[src/rtl/twiddle_pkg.sv]
// twiddle_pkg: constants, twiddle index encoding and saturation limits for twiddle_w8_mul
package twiddle_pkg;
   localparam int INV_SQRT2_NUM = 181;
   localparam int INV_SQRT2_SHIFT = 8;
   localparam int ROUND_CONST = 128;
   localparam int N_SHIFTS = 5;
   // 181 = 2^7 + 2^5 + 2^4 + 2^2 + 2^0
   localparam int SHIFTS [N_SHIFTS] = '{7, 5, 4, 2, 0};
   typedef enum logic [1:0] {K_W0 = 2'd0, K_W1 = 2'd1, K_W2 = 2'd2, K_W3 = 2'd3} twiddle_k_t;
   function automatic longint sat_hi(input int w);
      return (longint'(1) <<< (w - 1)) - 1;
   endfunction
   function automatic longint sat_lo(input int w);
      return -(longint'(1) <<< (w - 1));
   endfunction
endpackage

[src/rtl/twiddle_w8_mul_scale.sv]
// scale_inv_sqrt2: one component's x181 shift-add, round-half-up >>8 and saturation (stages 2-3)
// ports: clk, rst, en (shared pipeline enable), s/scale (stage-1 component), y/sat (stage-3 result)
module scale_inv_sqrt2
   import twiddle_pkg::*;
#(
   parameter int W = 16
) (
   input  logic                clk,
   input  logic                rst,
   input  logic                en,
   input  logic signed [W+1:0] s,
   input  logic                scale,
   output logic signed [W-1:0] y,
   output logic                sat
);
   localparam int P = W + 10;
   localparam int R = P - INV_SQRT2_SHIFT;
   logic signed [P-1:0] sx, p0_d, p1_d, p0, p1, sum;
   logic signed [P-1:0] t [N_SHIFTS];
   logic signed [R-1:0] r;
   logic signed [W-1:0] y_d;
   logic hi, lo;
   assign sx = P'(s);
   for (genvar i = 0; i < N_SHIFTS; i++) begin : g_t
      assign t[i] = sx <<< SHIFTS[i];
   end
   // unscaled samples are pre-shifted by 8 so the round/shift stage is uniform
   always_comb begin
      p0_d = scale ? t[0] + t[1] + t[2] : sx <<< INV_SQRT2_SHIFT;
      p1_d = scale ? t[3] + t[4] : '0;
      sum = p0 + p1 + P'(ROUND_CONST);
      r = R'(sum >>> INV_SQRT2_SHIFT);
      hi = r > sat_hi(W);
      lo = r < sat_lo(W);
      y_d = hi ? W'(sat_hi(W)) : lo ? W'(sat_lo(W)) : r[W-1:0];
   end
   always_ff @(posedge clk) begin
      if (rst) begin
         p0 <= '0;
         p1 <= '0;
         y <= '0;
         sat <= 1'b0;
      end else if (en) begin
         p0 <= p0_d;
         p1 <= p1_d;
         y <= y_d;
         sat <= hi | lo;
      end
   end
endmodule

[src/rtl/twiddle_w8_mul.sv]
// twiddle_w8_mul: 3-stage valid/ready complex multiplier by W8^k, k=0..3, rounded and saturated
// ports: clk, rst; in_valid/in_ready/in_re/in_im/in_k/in_tag; out_valid/out_ready/out_re/out_im/out_tag/out_sat
module twiddle_w8_mul
   import twiddle_pkg::*;
#(
   parameter int N = 4,
   parameter int TAG_W = 3
) (
   input  logic                   clk,
   input  logic                   rst,
   input  logic                   in_valid,
   output logic                   in_ready,
   input  logic signed [2**N-1:0] in_re,
   input  logic signed [2**N-1:0] in_im,
   input  logic [1:0]             in_k,
   input  logic [TAG_W-1:0]       in_tag,
   output logic                   out_valid,
   input  logic                   out_ready,
   output logic signed [2**N-1:0] out_re,
   output logic signed [2**N-1:0] out_im,
   output logic [TAG_W-1:0]       out_tag,
   output logic                   out_sat
);
   localparam int W = 2 ** N;
   logic en, v1, v2, v3, sc1, sat_re, sat_im;
   logic signed [W+1:0] a, b, pr_d, pi_d, pr1, pi1;
   logic [TAG_W-1:0] t1, t2, t3;
   twiddle_k_t k;
   assign en = out_ready | ~v3;
   assign in_ready = en;
   assign out_valid = v3;
   assign out_tag = t3;
   assign out_sat = sat_re | sat_im;
   assign k = twiddle_k_t'(in_k);
   always_comb begin
      a = (W+2)'(in_re);
      b = (W+2)'(in_im);
      pr_d = k == K_W0 ? a : k == K_W1 ? a + b : k == K_W2 ? b : b - a;
      pi_d = k == K_W0 ? b : k == K_W1 ? b - a : k == K_W2 ? -a : -(a + b);
   end
   always_ff @(posedge clk) begin
      if (rst) begin
         {v1, v2, v3} <= '0;
         {pr1, pi1, sc1} <= '0;
         {t1, t2, t3} <= '0;
      end else if (en) begin
         {v1, v2, v3} <= {in_valid, v1, v2};
         {t2, t3} <= {t1, t2};
         if (in_valid) begin
            pr1 <= pr_d;
            pi1 <= pi_d;
            sc1 <= in_k[0];
            t1 <= in_tag;
         end
      end
   end
   scale_inv_sqrt2 #(.W(W)) u_re (
      .clk(clk), .rst(rst), .en(en), .s(pr1), .scale(sc1), .y(out_re), .sat(sat_re)
   );
   scale_inv_sqrt2 #(.W(W)) u_im (
      .clk(clk), .rst(rst), .en(en), .s(pi1), .scale(sc1), .y(out_im), .sat(sat_im)
   );
endmodule
[config.mk]
export PLATFORM = sky130hd
export DESIGN_NAME = twiddle_w8_mul
export DESIGN_NICKNAME = d
export VERILOG_FILES = /design/src/rtl/twiddle_pkg.sv /design/src/rtl/twiddle_w8_mul_scale.sv /design/src/rtl/twiddle_w8_mul.sv
export SDC_FILE = /design/constraint.sdc
export NUM_CORES = 1
export LEC_CHECK = 0
export CAP_MARGIN = 20
export CORE_UTILIZATION = 45
export DETAILED_ROUTE_END_ITERATION = 6
export PLACE_DENSITY = 0.64
export SYNTH_ARGS = -nofsm -noshare
export SYNTH_HDL_FRONTEND = slang
export SYNTH_SLANG_ARGS = --single-unit
[constraint.sdc]
create_clock -name clk -period 4.95 [get_ports clk]
set_input_delay 0.99 -clock clk [delete_from_list [all_inputs] [get_ports clk]]
set_output_delay 0.99 -clock clk [all_outputs]
set_load 0.02 [all_outputs]
==> results.py, run 1 <==
metrics = {
    "place": {
        "hpwlAfterDp_mm": 27.3,
        "place_congestion": 0.858,
        "io_buffers": 78,
    },
    "floorplanning": {
        "rows": 64,
        "top_level_ports": 79,
        "start_util_pct": 45.8,
        "die_x_um": 179,
        "die_area_um2": 31900,
        "die_h_um": 179,
        "core_um2": 30700,
    },
    "timing": {
        "slew_headroom_pct": 28.1,
        "period_share_pct": 89.1,
        "setup_tns_ns": 0,
        "slew_violations": 0,
        "tightest_slew_ns": 1.08,
        "finalSetupViolCount": 0,
        "final-hold-violation-count": 0,
        "max_freq_mhz": 227,
        "period_minus_slack_ns": 4.41,
        "rsz0062_at_grt": "false",
        "fin_skew_ns": 0.0119,
    },
    "grt": {
        "antenna_found_initial": 0,
        "top_usage_layer": "met2",
        "use_met2_pct": 36.6,
        "use_met1_pct": 32.1,
        "grt_use_total_pct": 22.5,
        "first_global_vias": 11500,
        "grt_first_pass_wirelength_mm": 58.0,
        "grt_use_met3_pct": 2.20,
        "grt.overflow.total": 0,
        "grt_max_degree": 65,
    },
    "worst_setup_path": {
        "criticalPathCategory": "input pin to register",
        "slowest_stage": "or4_4",
        "required_ns": 5.31,
        "path_max_fanout": 3,
        "cpPeakStageDelay_ns": 0.59,
        "endpoint_kind": "register",
        "cp_cell_sequence": "clkdlybuf4s50_1 -> ha_1 -> inv_1 -> fa_1 -> nor2_1 -> o211ai_2 -> a2111oi_0 -> buf_4 -> o21ai_0 -> xor2_1 -> or4_4 -> nor4b_2 -> mux2i_1 -> o211ai_1 -> o21ai_1",
        "crit_arrival_ns": 4.77,
        "startpoint_type": "input pin",
    },
    "route": {
        "routed_wl_mm": 34.8,
        "route.vias.total": 12200,
        "drc": 0,
        "wl_per_cell_um": 16.1,
        "drt_first_pass_iters": 5,
        "postRouteAntennaNets": 0,
        "first_iter_violations": 707,
        "via_per_inst": 5.68,
    },
    "cts": {
        "cts_buffers": 17,
        "path_clk_slew_ns": 0.07,
        "ctsResizeCount": 0,
        "tritoncts": "yes",
        "htree_levels": 4,
        "cts_sinks": 158,
        "cts_root_buf": "clkbuf_16",
        "cts_max_path_buffers": 2,
        "post_cts_buffers": 0,
        "clock_latency_ns": 0.43,
        "hold_buffers": 0,
    },
    "layout": {
        "post-route-util_pct": 51.9,
        "fillers": 2919,
        "layout.nets": 2005,
        "final_cell_mix": "184 x ha_1, 168 x nor2_1, 161 x a21oi_1",
        "layout-drive-gt1-share_pct": 7.67,
        "area_growth_pct": 13.5,
        "antenna_cells": 0,
        "seq_area_um2": 3160,
        "final_common_cell": "ha_1",
        "multi_input_area_um2": 10300,
    },
    "yosys": {
        "synth_area_um2": 14000,
        "ys_seq_area_share_pct": 22.5,
        "synth_edf_count": 0,
        "synth_cell_type_count": 80,
        "synthTopCellsByArea": "dfxtp_1 23%, ha_1 16%, xnor2_1 5.8%",
        "synth_nets": 1938,
        "synth_warnings": 0,
        "synthArstFlopShare_pct": 0,
        "synth_top_cell_by_area": "dfxtp_1",
        "synth_top_area_share_pct": 22.5,
        "synthCells": 1680,
        "synth_flop_cell": "dfxtp_1",
        "synth-seq-cells": 158,
        "synth_area_per_cell_um2": 8.36,
    },
    "power_and_ir_drop": {
        "powerDensity_nw_per_um2": 270,
        "p_leak_nw": 7.16,
        "seqPwrFrac_pct": 34.8,
        "internal_power_mw": 2.75,
        "max-vdd-ir-drop_uv": 216,
        "comb_power_share_pct": 36.0,
        "swShare_pct": 36.1,
        "switching_power_mw": 1.55,
        "p_clk_share_pct": 29.2,
    },
    "worst_hold_path": {
        "hold_class": "register to register",
    },
    "job": {
        "max_cap_viol_count": 0,
    },
    "run_status": {
        "status": "complete, no violations",
    },
}
==> critical path: cells and delay by family <==
family	cells	cell delay, ns
muxes	1	0.21
adders and majority gates	2	0.56
buffers and inverters	3	0.73
and+or+nand+nor	3	1.16
AOI/OAI and AO/OA	5	0.95
xor gates and xnor gates	1	0.18
==> logic make-up (layout without fill, tap and decap cells) <==
family / Yosys count / after routing / share of synthesized area (%)
xor gates and xnor gates: 132 / 132 / 8.23
adders and majority gates: 217 / 217 / 21.1
buffers and inverters: 151 / 231 / 4.21
DFF: 158 / 158 / 22.5
and+or+nand+nor: 527 / 527 / 17.9
muxes: 43 / 43 / 4.90
AOI/OAI and AO/OA: 452 / 452 / 21.2
==> registers in the layout, summed over array words and instances, names as in the netlist, 3 cells and up <==
register / flops
u_im.p1: 18
out_tag: 3
t1: 3
u_re.y: 16
pi1: 18
u_re.p0: 20
u_im.y: 16
u_re.p1: 17
pr1: 17
u_im.p0: 21
t2: 3
==> power by group through the flow <==
stage,sequential [mW],clock [mW],combinational [mW]
after floorplan,1.53,0,1.09
after global placement,1.53,0,1.51
after detailed placement,1.53,0,1.54
after CTS,1.50,1.28,1.55
after global routing,1.52,1.33,1.73
final,1.50,1.26,1.55
==> area by class of cell <==
type / instances / area share (%)
Inverter: 70 / 1.66
Sequential cell: 158 / 19.9
Multi-Input combinational cell: 1371 / 64.6
Tap cell: 396 / 3.11
Clock buffer: 19 / 2.72
Clock inverter: 13 / 0.762
Timing Repair Buffer: 129 / 7.25
==> synth_stat cells (33+ instances only) <==
cell type and instances:
fa_1 33, inv_1 70, xor2_1 39, a21oi_1 161, xnor2_1 93, nor3_1 67
a211oi_1 57, o21ai_0 50, clkbuf_1 46, nor2_1 169, ha_1 184, a21o_1 33
nand2_1 128, dfxtp_1 158
==> metal layers <==
layer,wire length [um],part of all wire [%]
met5,0,0
met4,430,1.2
met3,1070,3.1
met2,15700,45
met1,17600,51
==> path summary, 6_finish.rpt <==
| check | start | endpoint | slack [ns] | cells past startpoint |
|---|---|---|---|---|
| worst max-delay path | in_re[0] | pi1[15] | 0.54 | 15 |
| worst min-delay path | t2[2] | t2[2] | 0.45 | 2 |
| worst max register to register | pr1[2] | u_re.p0[21] | 0.95 | 12 |
| worst min register to register | t2[2] | t2[2] | 0.45 | 2 |
==> stage by stage <==
stage	instances	hold slack, ns	power [mW]	setup slack (ns)	instance area, um2
floorplan	1680	0.432	2.62	1.01	14000
global placement	2123	0.439	3.04	0.212	15400
detailed placement	2124	0.446	3.07	0.122	15400
CTS	2156	0.456	4.33	0.576	15900
global route	2156	0.473	4.58	0.300	15900
finish	2156	0.452	4.30	0.542	15900
(Power assumes the default switching activity.)
==> run 2, diff against run 1 <==
--- a/config.mk
+++ b/config.mk
@@ -6,9 +6,9 @@
 export NUM_CORES = 1
 export LEC_CHECK = 0
 export CAP_MARGIN = 20
-export CORE_UTILIZATION = 45
+export CORE_UTILIZATION = 40
 export DETAILED_ROUTE_END_ITERATION = 6
-export PLACE_DENSITY = 0.64
+export PLACE_DENSITY = 0.58
 export SYNTH_ARGS = -nofsm -noshare
 export SYNTH_HDL_FRONTEND = slang
 export SYNTH_SLANG_ARGS = --single-unit
==> run 2 against run 1 <==
  * Global-route usage fell by 2.2 points
  * Sequential share of layout area fell by 0.099 points
  * First-iteration DRC count fell by 9.5%
  * Sequential power barely moved
  * Largest power group unchanged
  * Non-clock buffer count fell by 3
  * Die area rose by 12%
  * Combinational power barely moved
  * Highest routed layer unchanged
  * Critical path depth did not move
  * Clock-buffer cell count rose by 2
==> results.py, run 2 (synthesis gave the netlist of run 1 again) <==
metrics = {
    "run_status": {
        "status": "complete, no violations",
    },
    "layout": {
        "top_regs": "u_im.p0: 21 flops, u_re.p0: 20 flops",
        "stdcell_area_um2": 16000,
        "final_common_cell": "ha_1",
        "regMostFlops": "u_im.p0",
        "antenna_cells": 0,
        "area_growth_pct": 14.0,
        "post-route-util_pct": 46.3,
        "fillers": 3405,
        "final_cell_mix": "184 x ha_1, 168 x nor2_1, 161 x a21oi_1",
        "fin_cells": 2212,
        "layout-drive-gt1-share_pct": 7.63,
        "largest_reg_flops": 21,
        "layout.nets": 2002,
    },
    "place": {
        "placed_cells": 2180,
        "place_congestion": 0.873,
        "io_buffers": 78,
        "hpwlAfterDp_mm": 27.7,
        "place_area_um2": 15400,
    },
    "timing": {
        "period_minus_slack_ns": 4.54,
        "whs_ns": 0.450,
        "slew_violations": 0,
        "slew_headroom_pct": 24.1,
        "final-hold-violation-count": 0,
        "rsz0062_at_grt": "false",
        "tightest_slew_ns": 1.14,
        "period_share_pct": 91.8,
        "setup_tns_ns": 0,
        "fin_skew_ns": 0.00857,
        "max_freq_mhz": 220,
        "finalSetupViolCount": 0,
    },
    "floorplanning": {
        "die_h_um": 189,
        "rows": 68,
        "die_x_um": 189,
        "die_area_um2": 35900,
        "core_um2": 34500,
        "start_util_pct": 40.6,
        "top_level_ports": 79,
    },
    "route": {
        "via_per_inst": 5.46,
        "drc": 0,
        "drt_first_pass_iters": 5,
        "postRouteAntennaNets": 0,
        "first_iter_violations": 640,
        "routed_wl_mm": 35.8,
        "route.vias.total": 12100,
        "wl_per_cell_um": 16.2,
    },
    "cts": {
        "tritoncts": "yes",
        "clock_latency_ns": 0.44,
        "path_clk_slew_ns": 0.06,
        "ctsResizeCount": 0,
        "cts_max_path_buffers": 2,
        "cts_sinks": 158,
        "cts_root_buf": "clkbuf_16",
        "cts_buffers": 17,
        "post_cts_buffers": 0,
        "hold_buffers": 0,
        "htree_levels": 4,
    },
    "power_and_ir_drop": {
        "internal_power_mw": 2.83,
        "seqPwrFrac_pct": 34.5,
        "p_leak_nw": 7.15,
        "swShare_pct": 35.1,
        "switching_power_mw": 1.53,
        "max-vdd-ir-drop_uv": 172,
        "comb_power_share_pct": 35.6,
        "powerDensity_nw_per_um2": 272,
        "p_clk_share_pct": 29.9,
    },
    "grt": {
        "first_global_vias": 11300,
        "grt_max_degree": 79,
        "antenna_found_initial": 0,
        "grt.overflow.total": 0,
        "grt_first_pass_wirelength_mm": 59.1,
        "grt_use_total_pct": 20.4,
    },
    "worst_setup_path": {
        "slowest_stage": "or4_4",
        "worstPathBufferInverterCount": 3,
        "r2r_slack_ns": 0.95,
        "cp_cell_sequence": "clkdlybuf4s50_1 -> ha_1 -> inv_1 -> fa_1 -> nor2_1 -> o211ai_2 -> a2111oi_0 -> buf_4 -> o21ai_0 -> xor2_1 -> or4_4 -> nor4b_2 -> mux2i_1 -> o211ai_1 -> o21ai_1",
        "required_ns": 5.32,
        "criticalPathCategory": "input pin to register",
        "endpoint_kind": "register",
        "cpPeakStageDelay_ns": 0.59,
        "crit_arrival_ns": 4.91,
        "path_max_fanout": 3,
        "startpoint_type": "input pin",
        "path_delay_family": "simple AND/OR/NAND/NOR gates",
    },
    "job": {
        "max_cap_viol_count": 0,
    },
    "worst_hold_path": {
        "hold_class": "register to register",
    },
}
run 2: changes by cell type in the layout (fill, tap and decap cells not counted), moves of 2 or more:
cell,change
buf_4,-2
clkbuf_8,+3
inv_6,-4
inv_8,-3
clkinvlp_4,+3
run 2: final cells by class:
cell class                 count  area, um2  share of cell area [%]
multi-input combinational   1371      10300                    64.4
sequential                   158       3160                    19.8
timing repair buffer         126       1130                    7.05
tap                          455        569                    3.56
clock buffer                  21        470                    2.94
inverter                      70        264                    1.65
clock inverter                11        110                   0.688
run 2: worst paths after layout:
kind,start,endpoint,depth (start not counted)
worst max-delay path,in_im[0],pi1[15],15
worst min-delay path,out_tag[0],out_tag[0],2
worst max register to register,pr1[3],u_re.p0[21],12
worst min register to register,out_tag[0],out_tag[0],2
run 2: power by group through the flow:
stage	clock network, mW	registers, mW	logic [mW]
final	1.30	1.50	1.55
after global routing	1.39	1.52	1.73
after CTS	1.33	1.50	1.55
after detailed placement	0	1.53	1.54
after global placement	0	1.53	1.53
after floorplan	0	1.53	1.09
run 2: stage by stage:
stage               total power [mW]  setup WS, ns
floorplan                       2.62          1.01
global placement                3.06        -0.123
detailed placement              3.07        -0.112
CTS                             4.39         0.351
global route                    4.64        0.0951
finish                          4.35         0.408
run 2: worst min-delay path, cell delays in order (launching register included):
cell	delay, ns
dfxtp_1	0.31
nand2_1	0.05
a21oi_1	0.05
run 2: layer usage:
metal | track usage [%] | vias up | share of wire [%]
met5 | 0 | - | 0
met4 | 4.93 | 0 | 1.4
met3 | 2.37 | 27 | 3.4
met2 | 32.5 | 231 | 44
met1 | 29.0 | 5583 | 51
li1 | - | 6236 | -
